$ cat src/rtl/mc_pkg.sv
// Shared types and constants for the multi-cycle RV32I-subset sequencer.
//   state_e : FSM state encoding (also exported on state_o for debug)
//   cls_e   : decode class latched in DECODE
//   dec_t   : combined decoder result (class + ALU op)
//   OPC_*   : major opcodes understood by the decoder
//   ALU_*   : 2-bit ALU select encodings
package mc_pkg;

  typedef enum logic [2:0] {
    ST_IDLE   = 3'd0,
    ST_FETCH  = 3'd1,
    ST_DECODE = 3'd2,
    ST_EXEC   = 3'd3,
    ST_MEM    = 3'd4,
    ST_WB     = 3'd5,
    ST_HALT   = 3'd6
  } state_e;

  typedef enum logic [2:0] {
    CLS_RTYPE,
    CLS_IALU,
    CLS_LOAD,
    CLS_STORE,
    CLS_ILLEGAL
  } cls_e;

  localparam logic [6:0] OPC_RTYPE = 7'b0110011;
  localparam logic [6:0] OPC_IALU  = 7'b0010011;
  localparam logic [6:0] OPC_LOAD  = 7'b0000011;
  localparam logic [6:0] OPC_STORE = 7'b0100011;

  localparam logic [1:0] ALU_ADD = 2'b00;
  localparam logic [1:0] ALU_SUB = 2'b01;
  localparam logic [1:0] ALU_AND = 2'b10;
  localparam logic [1:0] ALU_OR  = 2'b11;

  typedef struct packed {
    cls_e       cls;
    logic [1:0] alu_op;
  } dec_t;

  // Classes whose second ALU operand is the sign-extended immediate.
  function automatic logic uses_imm(cls_e c);
    return (c == CLS_IALU) || (c == CLS_LOAD) || (c == CLS_STORE);
  endfunction

  // Classes that go through the data-memory step.
  function automatic logic is_mem(cls_e c);
    return (c == CLS_LOAD) || (c == CLS_STORE);
  endfunction

endpackage

$ cat src/rtl/mc_decode.sv
// Combinational instruction classifier.
//   opcode/funct3/funct7 : fields of the latched instruction
//   dec                  : {class, ALU op}; LOAD/STORE always use add
//   illegal              : unknown opcode or unsupported funct combination
module mc_decode
  import mc_pkg::*;
#(
  parameter int OPC_W = 7
) (
  input  logic [OPC_W-1:0] opcode,
  input  logic [2:0]       funct3,
  input  logic [6:0]       funct7,
  output dec_t             dec,
  output logic             illegal
);

  always_comb begin
    dec.cls    = CLS_ILLEGAL;
    dec.alu_op = ALU_ADD;
    case (opcode)
      OPC_RTYPE: begin
        case ({funct7, funct3})
          {7'b0000000, 3'b000}: begin dec.cls = CLS_RTYPE; dec.alu_op = ALU_ADD; end
          {7'b0100000, 3'b000}: begin dec.cls = CLS_RTYPE; dec.alu_op = ALU_SUB; end
          {7'b0000000, 3'b111}: begin dec.cls = CLS_RTYPE; dec.alu_op = ALU_AND; end
          {7'b0000000, 3'b110}: begin dec.cls = CLS_RTYPE; dec.alu_op = ALU_OR;  end
          default: ;
        endcase
      end
      OPC_IALU: begin
        // funct7 carries immediate bits here, so it plays no part in the op.
        case (funct3)
          3'b000:  begin dec.cls = CLS_IALU; dec.alu_op = ALU_ADD; end
          3'b111:  begin dec.cls = CLS_IALU; dec.alu_op = ALU_AND; end
          3'b110:  begin dec.cls = CLS_IALU; dec.alu_op = ALU_OR;  end
          default: ;
        endcase
      end
      OPC_LOAD:  dec.cls = CLS_LOAD;
      OPC_STORE: dec.cls = CLS_STORE;
      default: ;
    endcase
    illegal = (dec.cls == CLS_ILLEGAL);
  end

endmodule

$ cat src/rtl/multicycle_ctrl.sv
// Multi-cycle sequencer for the RV32I-subset datapath. Steps each
// instruction through FETCH/DECODE/EXEC/[MEM]/[WB] and drives the datapath
// strobes one step at a time.
//
// Ports:
//   clk, rst          : rising-edge clock, async active-high reset
//   run               : start request, looked at only in IDLE
//   opcode/funct3/7   : fields of the latched instruction (valid from DECODE)
//   mem_ready         : data memory completes the current request
//   ir_write          : latch instruction register (FETCH)
//   pc_write          : pc <= pc+4, once per retired instruction
//   reg_write         : register file write (WB)
//   alu_src           : 0 = rs2, 1 = sign-extended immediate
//   alu_control       : 00 add, 01 sub, 10 and, 11 or
//   mem_req/mem_write : data memory request, qualified store/load
//   mem_to_reg        : writeback source, 1 = memory
//   halted            : sticky illegal-instruction flag
//   state_o           : current state for debug
//   retired           : retired-instruction counter (MC_RETIRE_CNT_EN only)
//
// Build option: define MC_RETIRE_CNT_EN to add the `retired` output and its
// RETIRE_W-bit wrapping counter.
module multicycle_ctrl
  import mc_pkg::*;
#(
  parameter int OPC_W    = 7,
  parameter int RETIRE_W = 32
) (
  input  logic             clk,
  input  logic             rst,
  input  logic             run,
  input  logic [OPC_W-1:0] opcode,
  input  logic [2:0]       funct3,
  input  logic [6:0]       funct7,
  input  logic             mem_ready,
  output logic             ir_write,
  output logic             pc_write,
  output logic             reg_write,
  output logic             alu_src,
  output logic [1:0]       alu_control,
  output logic             mem_req,
  output logic             mem_write,
  output logic             mem_to_reg,
  output logic             halted,
  output logic [2:0]       state_o
`ifdef MC_RETIRE_CNT_EN
  ,
  output logic [RETIRE_W-1:0] retired
`endif
);

  if (RETIRE_W < 1) begin : g_bad_retire_w
    $error("multicycle_ctrl: RETIRE_W must be at least 1");
  end

  state_e     state_q, state_d;
  cls_e       cls_q, cls_d;
  logic [1:0] op_q, op_d;

  dec_t dec;
  logic dec_illegal;

  mc_decode #(.OPC_W(OPC_W)) u_decode (
    .opcode  (opcode),
    .funct3  (funct3),
    .funct7  (funct7),
    .dec     (dec),
    .illegal (dec_illegal)
  );

  // Registered output flops.
  logic       ir_write_q,    ir_write_d;
  logic       pc_wb_q,       pc_wb_d;
  logic       reg_write_q,   reg_write_d;
  logic       alu_src_q,     alu_src_d;
  logic [1:0] alu_control_q, alu_control_d;
  logic       mem_req_q,     mem_req_d;
  logic       mem_write_q,   mem_write_d;
  logic       mem_to_reg_q,  mem_to_reg_d;
  logic       halted_q,      halted_d;
  logic       alu_phase;
  logic       store_done;

  // Next state and latched decode.
  always_comb begin
    state_d = state_q;
    cls_d   = cls_q;
    op_d    = op_q;
    case (state_q)
      ST_IDLE:   if (run) state_d = ST_FETCH;
      ST_FETCH:  state_d = ST_DECODE;
      ST_DECODE: begin
        cls_d   = dec.cls;
        op_d    = dec.alu_op;
        state_d = dec_illegal ? ST_HALT : ST_EXEC;
      end
      ST_EXEC:   state_d = is_mem(cls_q) ? ST_MEM : ST_WB;
      ST_MEM: begin
        if (mem_ready) state_d = (cls_q == CLS_STORE) ? ST_FETCH : ST_WB;
      end
      ST_WB:     state_d = ST_FETCH;
      ST_HALT:   state_d = ST_HALT;
      default:   state_d = ST_IDLE;
    endcase
  end

  // Outputs are decoded from the state being entered so the flops present
  // them during that state (Moore behaviour with registered outputs).
  always_comb begin
    alu_phase     = (state_d == ST_EXEC) || (state_d == ST_MEM) || (state_d == ST_WB);
    ir_write_d    = (state_d == ST_FETCH);
    pc_wb_d       = (state_d == ST_WB);
    reg_write_d   = (state_d == ST_WB);
    mem_to_reg_d  = (state_d == ST_WB) && (cls_d == CLS_LOAD);
    mem_req_d     = (state_d == ST_MEM);
    mem_write_d   = (state_d == ST_MEM) && (cls_d == CLS_STORE);
    halted_d      = (state_d == ST_HALT);
    alu_src_d     = alu_phase && uses_imm(cls_d);
    alu_control_d = alu_phase ? op_d : ALU_ADD;
  end

  // A store retires in the MEM cycle that mem_ready arrives, so the pc must
  // advance on that same edge; this term cannot be known a cycle early and
  // is therefore combined from the registered state and mem_ready.
  assign store_done = (state_q == ST_MEM) && (cls_q == CLS_STORE) && mem_ready;

  always_ff @(posedge clk or posedge rst) begin
    if (rst) begin
      state_q       <= ST_IDLE;
      cls_q         <= CLS_RTYPE;
      op_q          <= ALU_ADD;
      ir_write_q    <= 1'b0;
      pc_wb_q       <= 1'b0;
      reg_write_q   <= 1'b0;
      alu_src_q     <= 1'b0;
      alu_control_q <= ALU_ADD;
      mem_req_q     <= 1'b0;
      mem_write_q   <= 1'b0;
      mem_to_reg_q  <= 1'b0;
      halted_q      <= 1'b0;
    end else begin
      state_q       <= state_d;
      cls_q         <= cls_d;
      op_q          <= op_d;
      ir_write_q    <= ir_write_d;
      pc_wb_q       <= pc_wb_d;
      reg_write_q   <= reg_write_d;
      alu_src_q     <= alu_src_d;
      alu_control_q <= alu_control_d;
      mem_req_q     <= mem_req_d;
      mem_write_q   <= mem_write_d;
      mem_to_reg_q  <= mem_to_reg_d;
      halted_q      <= halted_d;
    end
  end

  assign ir_write    = ir_write_q;
  assign pc_write    = pc_wb_q | store_done;
  assign reg_write   = reg_write_q;
  assign alu_src     = alu_src_q;
  assign alu_control = alu_control_q;
  assign mem_req     = mem_req_q;
  assign mem_write   = mem_write_q;
  assign mem_to_reg  = mem_to_reg_q;
  assign halted      = halted_q;
  assign state_o     = state_q;

`ifdef MC_RETIRE_CNT_EN
  logic [RETIRE_W-1:0] retired_q, retired_d;

  // pc_write is never asserted in HALT, so the count freezes there.
  always_comb begin
    retired_d = retired_q;
    if (pc_write) retired_d = retired_q + RETIRE_W'(1);
  end

  always_ff @(posedge clk or posedge rst) begin
    if (rst) retired_q <= '0;
    else     retired_q <= retired_d;
  end

  assign retired = retired_q;
`endif

endmodule

$ cat config.mk
export PLATFORM = sky130hd
export DESIGN_NAME = multicycle_ctrl
export DESIGN_NICKNAME = d
export VERILOG_FILES = /design/src/rtl/mc_pkg.sv /design/src/rtl/mc_decode.sv /design/src/rtl/multicycle_ctrl.sv
export SDC_FILE = /design/constraint.sdc
export NUM_CORES = 1
export LEC_CHECK = 0
export ABC_AREA = 1
export CAP_MARGIN = 20
export CORE_UTILIZATION = 48
export CTS_BUF_LIST = sky130_fd_sc_hd__clkbuf_8 sky130_fd_sc_hd__clkbuf_16
export CTS_CLUSTER_SIZE = 14
export DETAILED_ROUTE_END_ITERATION = 8
export MAX_ROUTING_LAYER = met4
export PLACE_DENSITY = 0.83
export SKIP_CTS_REPAIR_TIMING = 1
export SYNTH_ARGS = -nofsm -noshare
export SYNTH_HDL_FRONTEND = slang
export SYNTH_HIERARCHICAL = 1
export SYNTH_SLANG_ARGS = --single-unit
$ cat constraint.sdc
create_clock -name clk -period 3.3 [get_ports clk]
set_input_delay 0.66 -clock clk [delete_from_list [all_inputs] [get_ports clk]]
set_output_delay 0.66 -clock clk [all_outputs]
set_load 0.005 [all_outputs]
==> results.ini, run 1 <==
[status]
status=finished, final reports clean

[place]
hpwl_mm=1.75
place_ws_ps=606
place_congestion=0.850
io_buffers=33
placed_cells=204

[timing]
slew_viol_final=0
final_hold_viol_count=0
rsz0062_at_grt=false
slew_headroom=0.599
finClkSkew_ps=4.85
worst_slack_ps=544
timing.fmax_mhz=363
min_period_ps=2760
final.period_utilization=0.835
setup_tns_ps=0
worstMarginPinSlew_ps=601
setup_viol_count_final=0

[yosys]
synth_xor_area_frac=0
synth_top_family_by_area=simple AND/OR/NAND/NOR gates
synth_area_mm2=0.00102
synth_top_cells_by_area=dfrtp_1 42%, nand2_1 16%, inv_1 11%
ys_ff_latch=17
yosysTopAreaCell=dfrtp_1
yosysWarnings=6
postSynthAreaPerCell_um2=7.02
synth_mux_area_frac=0
syn_nets=166
synth-compound-area-share=0.0664
ys_seq_area_frac=0.418
synth_cell_types=19
yosys.area_share.adder=0
synth_cells=145
synth.top_cell.area_share=0.418
synth-simple-area-share=0.394

[worst_setup_path]
critical_path_buf_inv_count=2
path_common_cell=clkdlybuf4s50_1
worstPathMaxFanout=2
startpoint_type=input pin
cp_slowest_cell=clkdlybuf4s50_1
arrival_ps=2100
end_kind=output pin
r2r-start=state_o[0]
timing.critical_path.from=mem_ready
crit_family=buffers and inverters
crit_type=input pin to output pin
path_cells=clkdlybuf4s50_1 -> nand3_1 -> o31ai_1 -> clkdlybuf4s50_1
crit_path_max_incr_delay_ps=560
cp.required_ps=2640

[floorplan]
row_count=16
die_y_um=48.0
fp.dieW_um=48.0
core-area_mm2=0.00198
start_util=0.513
dieArea_mm2=0.00231
ios=34

[grt]
overflow=0
grt_pass1_wl_mm=3.59
grt_max_degree=18
antenna_found_initial=0
grtUsageTotal=0.234
first_global_vias=902

[clocking]
worstSkewPairLatency_ps=250
clockBufferDepth=2
cts_inserted_buffers=3
clock-sinks=17
clk_pin_slew_ps=70
tritoncts=built
root_buffer=clkbuf_8
h-tree-depth=1

[route]
ant_nets=0
routed-wl-met2_mm=1.22
wl_met1_um=877
drt_iter0_drc=9
drc=0
firstDrtPassIters=4
highest_layer=met4
route.met3.wl_um=88
viasPerCell=4.78
drt_wl_total_mm=2.20
via_count=995
wire_per_inst_um=10.6

[cells_and_area]
drive_above_1_share=0.105
diodes=0
area_growth_pct=39.9
num-nets-final=203
fin_cells=208

[pwr]
vdd_ir_drop_max_mv=0.482
power_density_mw_per_mm2=589
p_leak_nw=0.744

[worst_hold_path]
hold_path.class=register to register
worstHoldStart=op_q[0]

[job]
max_cap_violations=0

==> layout by cell type, fill, tap and decap left out, drive strengths merged <==
cell type	n
nand3	11
and2	1
clkbuf	3
inv	31
clkdlybuf4s50	33
o31ai	1
nor2	23
clkinvlp	1
nor3	1
nand2	46
dfrtp	17
o21bai	1
o21ai	9
or2	1
nand4	2
==> area by class of cell <==
| class | count | area [um^2] |
|---|---|---|
| clock buffers | 3 | 41.3 |
| flip-flops and latches | 17 | 425 |
| fillers | 149 | 559 |
| repair buffers | 33 | 330 |
| clock inverters | 1 | 7.51 |
| inverters | 31 | 116 |
| multi-input cells | 96 | 468 |
| well taps | 27 | 33.8 |
==> cell families (layout without fill, tap and decap cells) <==
family                 Yosys count  after routing
AO/OA/AOI/OAI                   11             11
AND/OR/NAND/NOR                 85             85
buffers and inverters           32             68
flip-flops                      17             17
==> per-layer routing <==
layer | vias to the layer above | global-route usage
met2 | 25 | 0.419
met1 | 460 | 0.247
met5 | - | -
li1 | 508 | -
met3 | 2 | 0.0755
met4 | 0 | 0.0556
==> worst min-delay path: stages (launching register included) <==
cell     delay, ps
dfrtp_1        320
nand2_1         50
nand2_1         80
==> worst paths after layout <==
path,end,slack [ps],depth (start not counted)
worst max-delay path,pc_write,540,4
worst min-delay path,op_q[0],490,2
worst max register to register,alu_src,1930,6
worst min register to register,op_q[0],490,2
max in group asynchronous,halted,2140,2
min in group asynchronous,cls_q[1],770,2
==> power breakdown <==
part           total, mW  switching [mW]  internal, mW
sequential         0.303          0.0486         0.255
clock              0.157          0.0721        0.0849
combinational      0.377           0.209         0.168
total              0.838           0.330         0.508
==> synthesized netlist by cell type <==
library cell,count
o21ai_0,7
nand3_1,10
inv_1,29
nor2_4,2
o31ai_1,1
nand2_2,3
buf_4,1
nand2_1,43
nor2_1,18
dfrtp_1,17
and2_1,1
nor3_4,1
o21ai_2,2
nand4_1,2
nor2_2,3
nand3_4,1
inv_2,2
o21bai_1,1
or2_4,1
==> stage by stage <==
step                power (mW)  hold slack (ps)   util  area, um^2
finish                   0.838              489  0.718        1420
global route             0.909              522  0.718        1420
CTS                      0.838              494  0.718        1420
detailed placement       0.675              475  0.693        1370
global placement         0.662              460  0.693        1370
floorplan                0.524              445      -        1020
Power figures use the tool's default switching activity.
==> run 2, diff against run 1 <==
- CORE_UTILIZATION: 48 -> 45
- PLACE_DENSITY: 0.83 -> 0.79
- clock period: 3.3 -> 2.75 ns (I/O delays scaled with it)
==> run 2 against run 1 <==
  * Die area increased by 6.4%
  * Cell area decreased by 0.18%
  * Routed wire length decreased by 1.5%
  * Critical endpoint unchanged
  * Clock power increased by 16%
  * Largest cell class unchanged
==> results.ini, run 2 (same netlist as run 1, synthesis figures left out) <==
[route]
ant_nets=0  ; unchanged
viasPerCell=4.70  ; was 4.78
via_count=978  ; was 995
wire_per_inst_um=10.4  ; was 10.6 um
drt_iter0_drc=18  ; was 9
firstDrtPassIters=4  ; unchanged
drt_wl_total_mm=2.17  ; was 2.20 mm
drc=0  ; unchanged

[cells_and_area]
finalCoreUtilization=0.695  ; was 0.718
final_common_cell=nand2_1  ; unchanged
num-nets-final=203  ; unchanged
drive_above_1_share=0.105  ; unchanged
mostFrequentLayoutCells=43 x nand2_1, 33 x clkdlybuf4s50_1, 29 x inv_1  ; unchanged
diodes=0  ; unchanged
fill_cells=170  ; was 149
area_growth_pct=39.6  ; was 39.9%

[worst_hold_path]
worstHoldStart=op_q[0]  ; unchanged
hold_path.class=register to register  ; unchanged
hold_end=op_q[0]  ; unchanged
hold_depth=2  ; unchanged

[timing]
finClkSkew_ps=2.91  ; was 4.85 ps
slew_headroom=0.598  ; was 0.599
finalHoldWorstSlack_ps=474  ; was 489 ps
slew_viol_final=0  ; unchanged
final.period_utilization=0.923
rsz0062_at_grt=false  ; unchanged
setup_tns_ps=0  ; unchanged
worstMarginPinSlew_ps=603  ; was 601 ps
final_hold_viol_count=0  ; unchanged
timing.fmax_mhz=394
min_period_ps=2540
setup_viol_count_final=0  ; unchanged

[grt]
grt_pass1_wl_mm=3.79  ; was 3.59 mm
grtUsageTotal=0.204  ; was 0.234
antenna_found_initial=0  ; unchanged
first_global_vias=927  ; was 902
overflow=0  ; unchanged
grt_max_degree=18  ; unchanged

[clocking]
worstSkewPairLatency_ps=250  ; about the same
root_buffer=clkbuf_8  ; unchanged
h-tree-depth=1  ; unchanged
clock-sinks=17  ; unchanged
clockBufferDepth=2  ; unchanged
cts_inserted_buffers=3  ; unchanged
tritoncts=built  ; unchanged
clk_pin_slew_ps=60  ; was 70 ps

[worst_setup_path]
cp.required_ps=2200  ; was 2640 ps
r2r_cells=5  ; was 6
reg2reg_slack_ps=1390  ; was 1930 ps
cp_slowest_cell=clkdlybuf4s50_1  ; unchanged
path_cells=clkdlybuf4s50_1 -> nand3_1 -> o31ai_1 -> clkdlybuf4s50_1  ; unchanged
crit_type=input pin to output pin  ; unchanged
worstPathMaxFanout=2  ; unchanged
crit_path_max_incr_delay_ps=550  ; was 560 ps
startpoint_type=input pin  ; unchanged
path_common_cell=clkdlybuf4s50_1  ; unchanged
arrival_ps=1990  ; was 2100 ps
end_kind=output pin  ; unchanged
r2r-start=state_o[2]  ; was state_o[0]
timing.rr.end=mem_to_reg  ; was alu_src

[pwr]
p_leak_nw=0.748  ; was 0.744 nW
power.share.combinational=0.451  ; was 0.450
seq_power_share=0.366  ; was 0.362
vdd_ir_drop_max_mv=0.457  ; was 0.482 mV
swShare=0.388  ; was 0.394
finalPower_mw=0.993  ; was 0.838 mW
power_density_mw_per_mm2=700  ; was 589 mW/mm^2
clockPowerShare=0.184  ; was 0.187
p_int_mw=0.608  ; was 0.508 mW
power_switching_mw=0.385  ; was 0.330 mW

[floorplan]
fp.dieW_um=49.5  ; was 48.0 um
core-area_mm2=0.00204  ; was 0.00198 mm^2
die_y_um=49.5  ; was 48.0 um
ios=34  ; unchanged
start_util=0.498  ; was 0.513
row_count=16  ; unchanged
dieArea_mm2=0.00245  ; was 0.00231 mm^2

[status]
status=finished, final reports clean  ; unchanged

[place]
io_buffers=33  ; unchanged
hpwl_mm=1.78  ; was 1.75 mm
place_congestion=0.896  ; was 0.850

[job]
max_cap_violations=0  ; unchanged

run 2: through the flow:
| step | cell area, um^2 | instances | setup WS, ps |
|---|---|---|---|
| final | 1420 | 208 | 213 |
| after global routing | 1420 | 208 | 161 |
| after CTS | 1420 | 208 | 224 |
| after detailed placement | 1370 | 204 | 232 |
| after global placement | 1370 | 204 | 266 |
| after floorplan | 1020 | 145 | 950 |
run 2: worst max path at each step:
stage,from,cells after the start,endpoint
finish,mem_ready,4,pc_write
global route,mem_ready,4,pc_write
CTS,mem_ready,4,pc_write
detailed placement,mem_ready,4,pc_write
global placement,mem_ready,4,pc_write
floorplan,opcode[3],9,ir_write
run 2: critical path, delay by kind of cell:
family,cells,cell delay [ps]
buf+inv,2,1040
compound gates,1,280
simple gates,1,120
run 2: routing by layer:
| metal | part of all wire | wire length (um) | track usage | vias to the layer above |
|---|---|---|---|---|
| li1 | - | - | - | 509 |
| met1 | 0.44 | 959 | 0.237 | 435 |
| met2 | 0.50 | 1090 | 0.363 | 31 |
| met3 | 0.048 | 103 | 0.0463 | 3 |
| met4 | 0.0051 | 11 | 0.0286 | 0 |
| met5 | 0 | 0 | - | - |
run 2: layout make-up:
class                      count  area (um^2)  share of cell area
clock inverter                 1         5.00             0.00352
tap                           27         33.8              0.0238
timing repair buffer          33          330               0.233
multi-input combinational     96          468               0.330
inverter                      31          116              0.0819
clock buffer                   3         41.3              0.0291
sequential                    17          425               0.300
run 2: power groups by stage:
stage / combinational (mW) / clock, mW / sequential, mW
floorplan: 0.277 / 0 / 0.353
global placement: 0.430 / 0 / 0.366
detailed placement: 0.444 / 0 / 0.369
CTS: 0.446 / 0.188 / 0.364
global route: 0.498 / 0.200 / 0.374
finish: 0.448 / 0.182 / 0.364
